$ cat src/rtl/dmem_portb_arbiter.sv
// DMEM port-B arbiter: grants accelerator row reads or CCD row writes, registers the
// winning command onto the ram port and tracks read returns with a valid pipeline.
//
//  state   | meaning
//  --------+------------------------------------------------------------
//  PRI_ACC | accelerator wins ties; CCD wins only when acc is not asking
//  PRI_CCD | CCD wins ties after starving; left after the next CCD grant
module dmem_portb_arbiter #(
   parameter int ADDR_W     = 7,
   parameter int DATA_W     = 256,
   parameter int READ_LAT   = 1,
   parameter int STARVE_MAX = 8
) (
   input  logic              clk,
   input  logic              rst_n,
   input  logic              acc_rd_req,
   input  logic [ADDR_W-1:0] acc_rd_addr,
   output logic              acc_rd_gnt,
   output logic              acc_rd_valid,
   output logic [DATA_W-1:0] acc_rd_data,
   input  logic              ccd_wr_req,
   input  logic [ADDR_W-1:0] ccd_wr_addr,
   input  logic [DATA_W-1:0] ccd_wr_data,
   output logic              ccd_wr_gnt,
   output logic [ADDR_W-1:0] ram_address_b,
   output logic [DATA_W-1:0] ram_data_b,
   output logic              ram_rden_b,
   output logic              ram_wren_b,
   input  logic [DATA_W-1:0] ram_q_b,
   output logic [2:0]        rd_inflight
);

   localparam logic [7:0] STARVE_LIM = 8'(STARVE_MAX);

   typedef enum logic {PRI_ACC, PRI_CCD} pri_t;

   pri_t                state_q, state_d;
   logic [7:0]          starve_q, starve_d;
   logic [READ_LAT-1:0] vld_sr;

   always_ff @(posedge clk or negedge rst_n) begin
      if (!rst_n) begin
         state_q  <= PRI_ACC;
         starve_q <= '0;
      end else begin
         state_q  <= state_d;
         starve_q <= starve_d;
      end
   end

   always_comb begin
      acc_rd_gnt = 1'b0;
      ccd_wr_gnt = 1'b0;
      state_d    = state_q;
      starve_d   = starve_q;
      case (state_q)
         PRI_ACC: begin
            acc_rd_gnt = acc_rd_req;
            ccd_wr_gnt = ccd_wr_req & ~acc_rd_req;
         end
         PRI_CCD: begin
            ccd_wr_gnt = ccd_wr_req;
            acc_rd_gnt = acc_rd_req & ~ccd_wr_req;
         end
         default: ;
      endcase
      if (!ccd_wr_req || ccd_wr_gnt)
         starve_d = '0;
      else if (starve_q < STARVE_LIM)
         starve_d = starve_q + 8'd1;
      // Switch on the cycle the count reaches the limit so CCD wins the very next cycle.
      if (state_q == PRI_CCD && ccd_wr_gnt)
         state_d = PRI_ACC;
      else if (state_q == PRI_ACC && starve_d == STARVE_LIM)
         state_d = PRI_CCD;
   end

   always_ff @(posedge clk or negedge rst_n) begin
      if (!rst_n) begin
         ram_address_b <= '0;
         ram_data_b    <= '0;
         ram_rden_b    <= 1'b0;
         ram_wren_b    <= 1'b0;
      end else begin
         ram_rden_b <= acc_rd_gnt;
         ram_wren_b <= ccd_wr_gnt;
         if (acc_rd_gnt) begin
            ram_address_b <= acc_rd_addr;
         end else if (ccd_wr_gnt) begin
            ram_address_b <= ccd_wr_addr;
            ram_data_b    <= ccd_wr_data;
         end
      end
   end

   // Issued read enters the pipe one cycle after the grant; tail is READ_LAT cycles later.
   always_ff @(posedge clk or negedge rst_n) begin
      if (!rst_n) begin
         vld_sr <= '0;
      end else begin
         vld_sr[0] <= ram_rden_b;
         for (int i = 1; i < READ_LAT; i++)
            vld_sr[i] <= vld_sr[i-1];
      end
   end

   assign acc_rd_valid = vld_sr[READ_LAT-1];
   assign acc_rd_data  = ram_q_b;

   always_ff @(posedge clk or negedge rst_n) begin
      if (!rst_n) begin
         rd_inflight <= '0;
      end else begin
         case ({acc_rd_gnt, acc_rd_valid})
            2'b10:   rd_inflight <= rd_inflight + 3'd1;
            2'b01:   rd_inflight <= rd_inflight - 3'd1;
            default: rd_inflight <= rd_inflight;
         endcase
      end
   end

endmodule
$ cat config.mk
export PLATFORM = sky130hd
export DESIGN_NAME = dmem_portb_arbiter
export DESIGN_NICKNAME = d
export VERILOG_FILES = /design/src/rtl/dmem_portb_arbiter.sv
export SDC_FILE = /design/constraint.sdc
export NUM_CORES = 1
export LEC_CHECK = 0
export ABC_AREA = 1
export CAP_MARGIN = 15
export CORE_AREA = 2 2 410 412
export DETAILED_ROUTE_END_ITERATION = 8
export DIE_AREA = 0 0 412 414
export SETUP_SLACK_MARGIN = 0.1
export SLEW_MARGIN = 0
export SYNTH_ARGS = -nofsm -noshare
export SYNTH_HDL_FRONTEND = slang
export SYNTH_SLANG_ARGS = --single-unit
$ cat constraint.sdc
create_clock -name clk -period 4.3 [get_ports clk]
set_input_delay 0.86 -clock clk [delete_from_list [all_inputs] [get_ports clk]]
set_output_delay 0.86 -clock clk [all_outputs]
set_load 0.1 [all_outputs]
==> flow_summary.toml <==
[place]
dp_hpwl_mm = 64.4
postPlaceCellArea_sq_um = 18700
globalplace.congestion = 0.782
portBuffers = 544
dp_slack_ns = 1.11

[clock_network]
htreeDepth = 2
tritoncts = "built"
root_buffer = "clkbuf_16"
post_cts_hold_buffer_count = 0
cts_buffer_count = 38
post_cts.resized_instances = 0
cts_num_sinks = 278
insertion_delay_ns = 0.59
clkTransAtPathRegs_ns = 0.07
post_cts_buffers = 0
clockBufferDepth = 3

[floorplanning]
chipWidth_um = 412
die_h_um = 414
die_area_sq_um = 171000
initial_cell_density_of_the_core_pct = 7.72
ioPinCount = 1057
core_footprint_sq_um = 166000
core.rowCount = 150

[synth]
synth_top_cell_by_area = "dfrtp_1"
synth.cells.most_frequent = "nand2_1 (803), dfrtp_1 (278), buf_4 (272)"
synth_area_sq_um = 12800
synth_edf_count = 0
netlist.area_leader.share_pct = 54.2
ys_async_sr_fraction_pct = 100
yosys_register_bits = 278
syn-num-nets = 1991
syn_area_per_cell_sq_um = 8.80
synthMostInstantiatedCell = "nand2_1"
synthTopCellsByArea = "dfrtp_1 (54%), nand2_1 (23%), buf_4 (16%)"
ys.flop_type = "dfrtp_1"
netlist-cell-type-count = 22
ys.warnings.count = 0
post_synth_inst_count = 1458
ys_seq_area_share_pct = 54.2

[global_route]
first_pass_grt_wire_length_mm = 99.6
number_of_global_route_vias_before_repair = 10730
gr-total-overflow = 0
antenna_found_initial = 77
maximum_number_of_pins_on_one_net_before_global_route_repair = 134
grt_usage_pct = 8.70

[layout]
area.growth.synth_to_final_pct = 56.1
layout-drive-gt1-share_pct = 7.18
cell_area_after_layout_sq_um = 20000
multi_input_comb_area_sq_um = 3310
number_of_nets_at_the_end_of_the_flow = 2273
fill_cells = 19140
seqCellArea_sq_um = 6960

[critical_path]
critical_path_required_ns = 3.44
timing_worst_setup_path_type = "flip-flop to primary output"
timing.critical_path.from_type = "flip-flop"
cp_slowest_stage_delay_ns = 1.25
crit_chain = "clkdlybuf4s50_1"
reg2reg_to = "ram_data_b[118]"
reg2reg_setup_slack_ns = 2.22
worstPathMaxFanout = 2
worst_path_max_delay_cell = "clkdlybuf4s50_1"
reg2reg_from = "state_q"
crit_family = "buffers and inverters"
setup.worst_path.end_class = "primary output"
critPathLaunch = "ram_data_b[9]"
timing.reg2reg.worst_path_depth = 6
worst_ep_arrival_time_ns = 2.32
critPathBufInv = 1

[sta]
slew-limit-headroom_pct = 20.2
period_minus_slack_ns = 3.18
post-route-period-util_pct = 73.9
maxClockFrequency_ghz = 0.315
slack_of_the_critical_path_ns = 1.12
fin_setup_tns_ns = 0
setup_repair_after_global_routing_missed_its_margin = "no"
maxSlewViolCount = 0
hold_viol_final = 0
final_setup_violation_count = 0
post_route_skew_ns = 0.0312
transition_time_of_the_tightest_slew_check_pin_ns = 1.19

[worst_hold_path]
min_path_type = "input pin to asynchronous set/reset pin"

[power]
power.leakage_nw = 8.83
power_frac_comb_pct = 43.6
clockPowerShare_pct = 28.8
switchingPower_mw = 5.73
ir_drop_worst_vdd_mv = 0.331
power_density_nw_per_um2 = 597
cellInternalPower_mw = 6.24
power.share.sequential_pct = 27.7
power.share.switching_pct = 47.9

[route]
routed-via-count = 10587
viasPerCell = 2.65
wl_per_cell_um = 19.2
detail_route.wirelength_mm = 76.9
drcViolationCount = 0
first_pass_iters = 7
route.antenna.remaining_nets = 0
drt_first_iter_violations = 445

[job]
max_cap_violations = 0

[outcome]
status = "complete, no violations"
## final cells by class
type | count | share of cell area [%]
diodes | 21 | 0.262
flip-flops and latches | 278 | 34.7
multi-input cells | 845 | 16.5
clock inverters | 24 | 1.54
clock buffers | 45 | 5.08
well taps | 2204 | 13.8
inverters | 22 | 0.450
repair buffers | 555 | 27.7
## worst max path at each step
stage,end,slack (ns),cells past startpoint
finish,ram_data_b[9],1.12,1
global route,ram_data_b[9],1.08,1
CTS,ram_data_b[9],1.04,1
detailed placement,ram_data_b[118],1.11,7
global placement,ram_data_b[68],1.18,8
floorplan,rd_inflight[1],1.32,8
## flip-flops by register name, summed over array words and instances, names as in the netlist
register,flops
acc_rd_valid,1
ram_address_b,7
ram_data_b,256
ram_rden_b,1
ram_wren_b,1
rd_inflight,3
starve_q,8
state_q,1
## through the flow
| stage | power [mW] | cells | hold WS, ns | utilization (%) |
|---|---|---|---|---|
| finish | 12.0 | 3994 | 0.296 | 12.0 |
| global route | 12.5 | 3976 | 0.302 | 12.0 |
| CTS | 12.3 | 3973 | 0.256 | 12.0 |
| detailed placement | 8.65 | 3904 | 0.370 | 11.2 |
| global placement | 8.62 | 3904 | 0.370 | 11.2 |
| floorplan | 8.18 | 1458 | 0.499 | - |
## layer usage
metal / up-vias / wire, um / track usage, %
li1: 4730 / - / -
met1: 4811 / 26800 / 8.99
met2: 822 / 32400 / 12.9
met3: 166 / 14800 / 7.39
met4: 58 / 2540 / 2.80
met5: - / 365 / 0.0848
## logic make-up (layout without fill, tap and decap cells)
kind of cell | after synthesis | after routing | synth area share [%]
xor+xnor | 2 | 2 | 0.136
other cells | 0 | 21 | 0
fa+ha+maj | 3 | 3 | 0.351
compound gates | 5 | 5 | 0.224
flops | 278 | 278 | 54.2
buf+inv | 335 | 646 | 20.1
simple gates | 835 | 835 | 25.0
## placed cells by master, fill, tap and decap left out, types with 2 or more instances in the layout
| cell type | n |
|---|---|
| bufinv_16 | 6 |
| inv_1 | 21 |
| nor2_1 | 7 |
| xnor2_1 | 2 |
| clkbuf_1 | 3 |
| clkinv_2 | 9 |
| clkdlybuf4s50_1 | 508 |
| clkinvlp_4 | 3 |
| nand3_1 | 12 |
| nand2_1 | 803 |
| inv_6 | 5 |
| dfrtp_1 | 278 |
| nor2_2 | 4 |
| o21ai_0 | 2 |
| clkbuf_16 | 38 |
| diode_2 | 21 |
| buf_4 | 38 |
| buf_12 | 8 |
| clkbuf_8 | 4 |
| nand2_2 | 4 |
| ha_1 | 2 |
## power groups by stage
| stage | combinational (mW) | clock, mW | sequential, mW |
|---|---|---|---|
| after floorplan | 1.69 | 0 | 6.49 |
| after global placement | 5.27 | 0 | 3.35 |
| after detailed placement | 5.29 | 0 | 3.35 |
| after CTS | 5.30 | 3.64 | 3.32 |
| after global routing | 5.42 | 3.72 | 3.36 |
| final | 5.21 | 3.44 | 3.31 |
No activity file was read; power rests on OpenSTA's default activity.
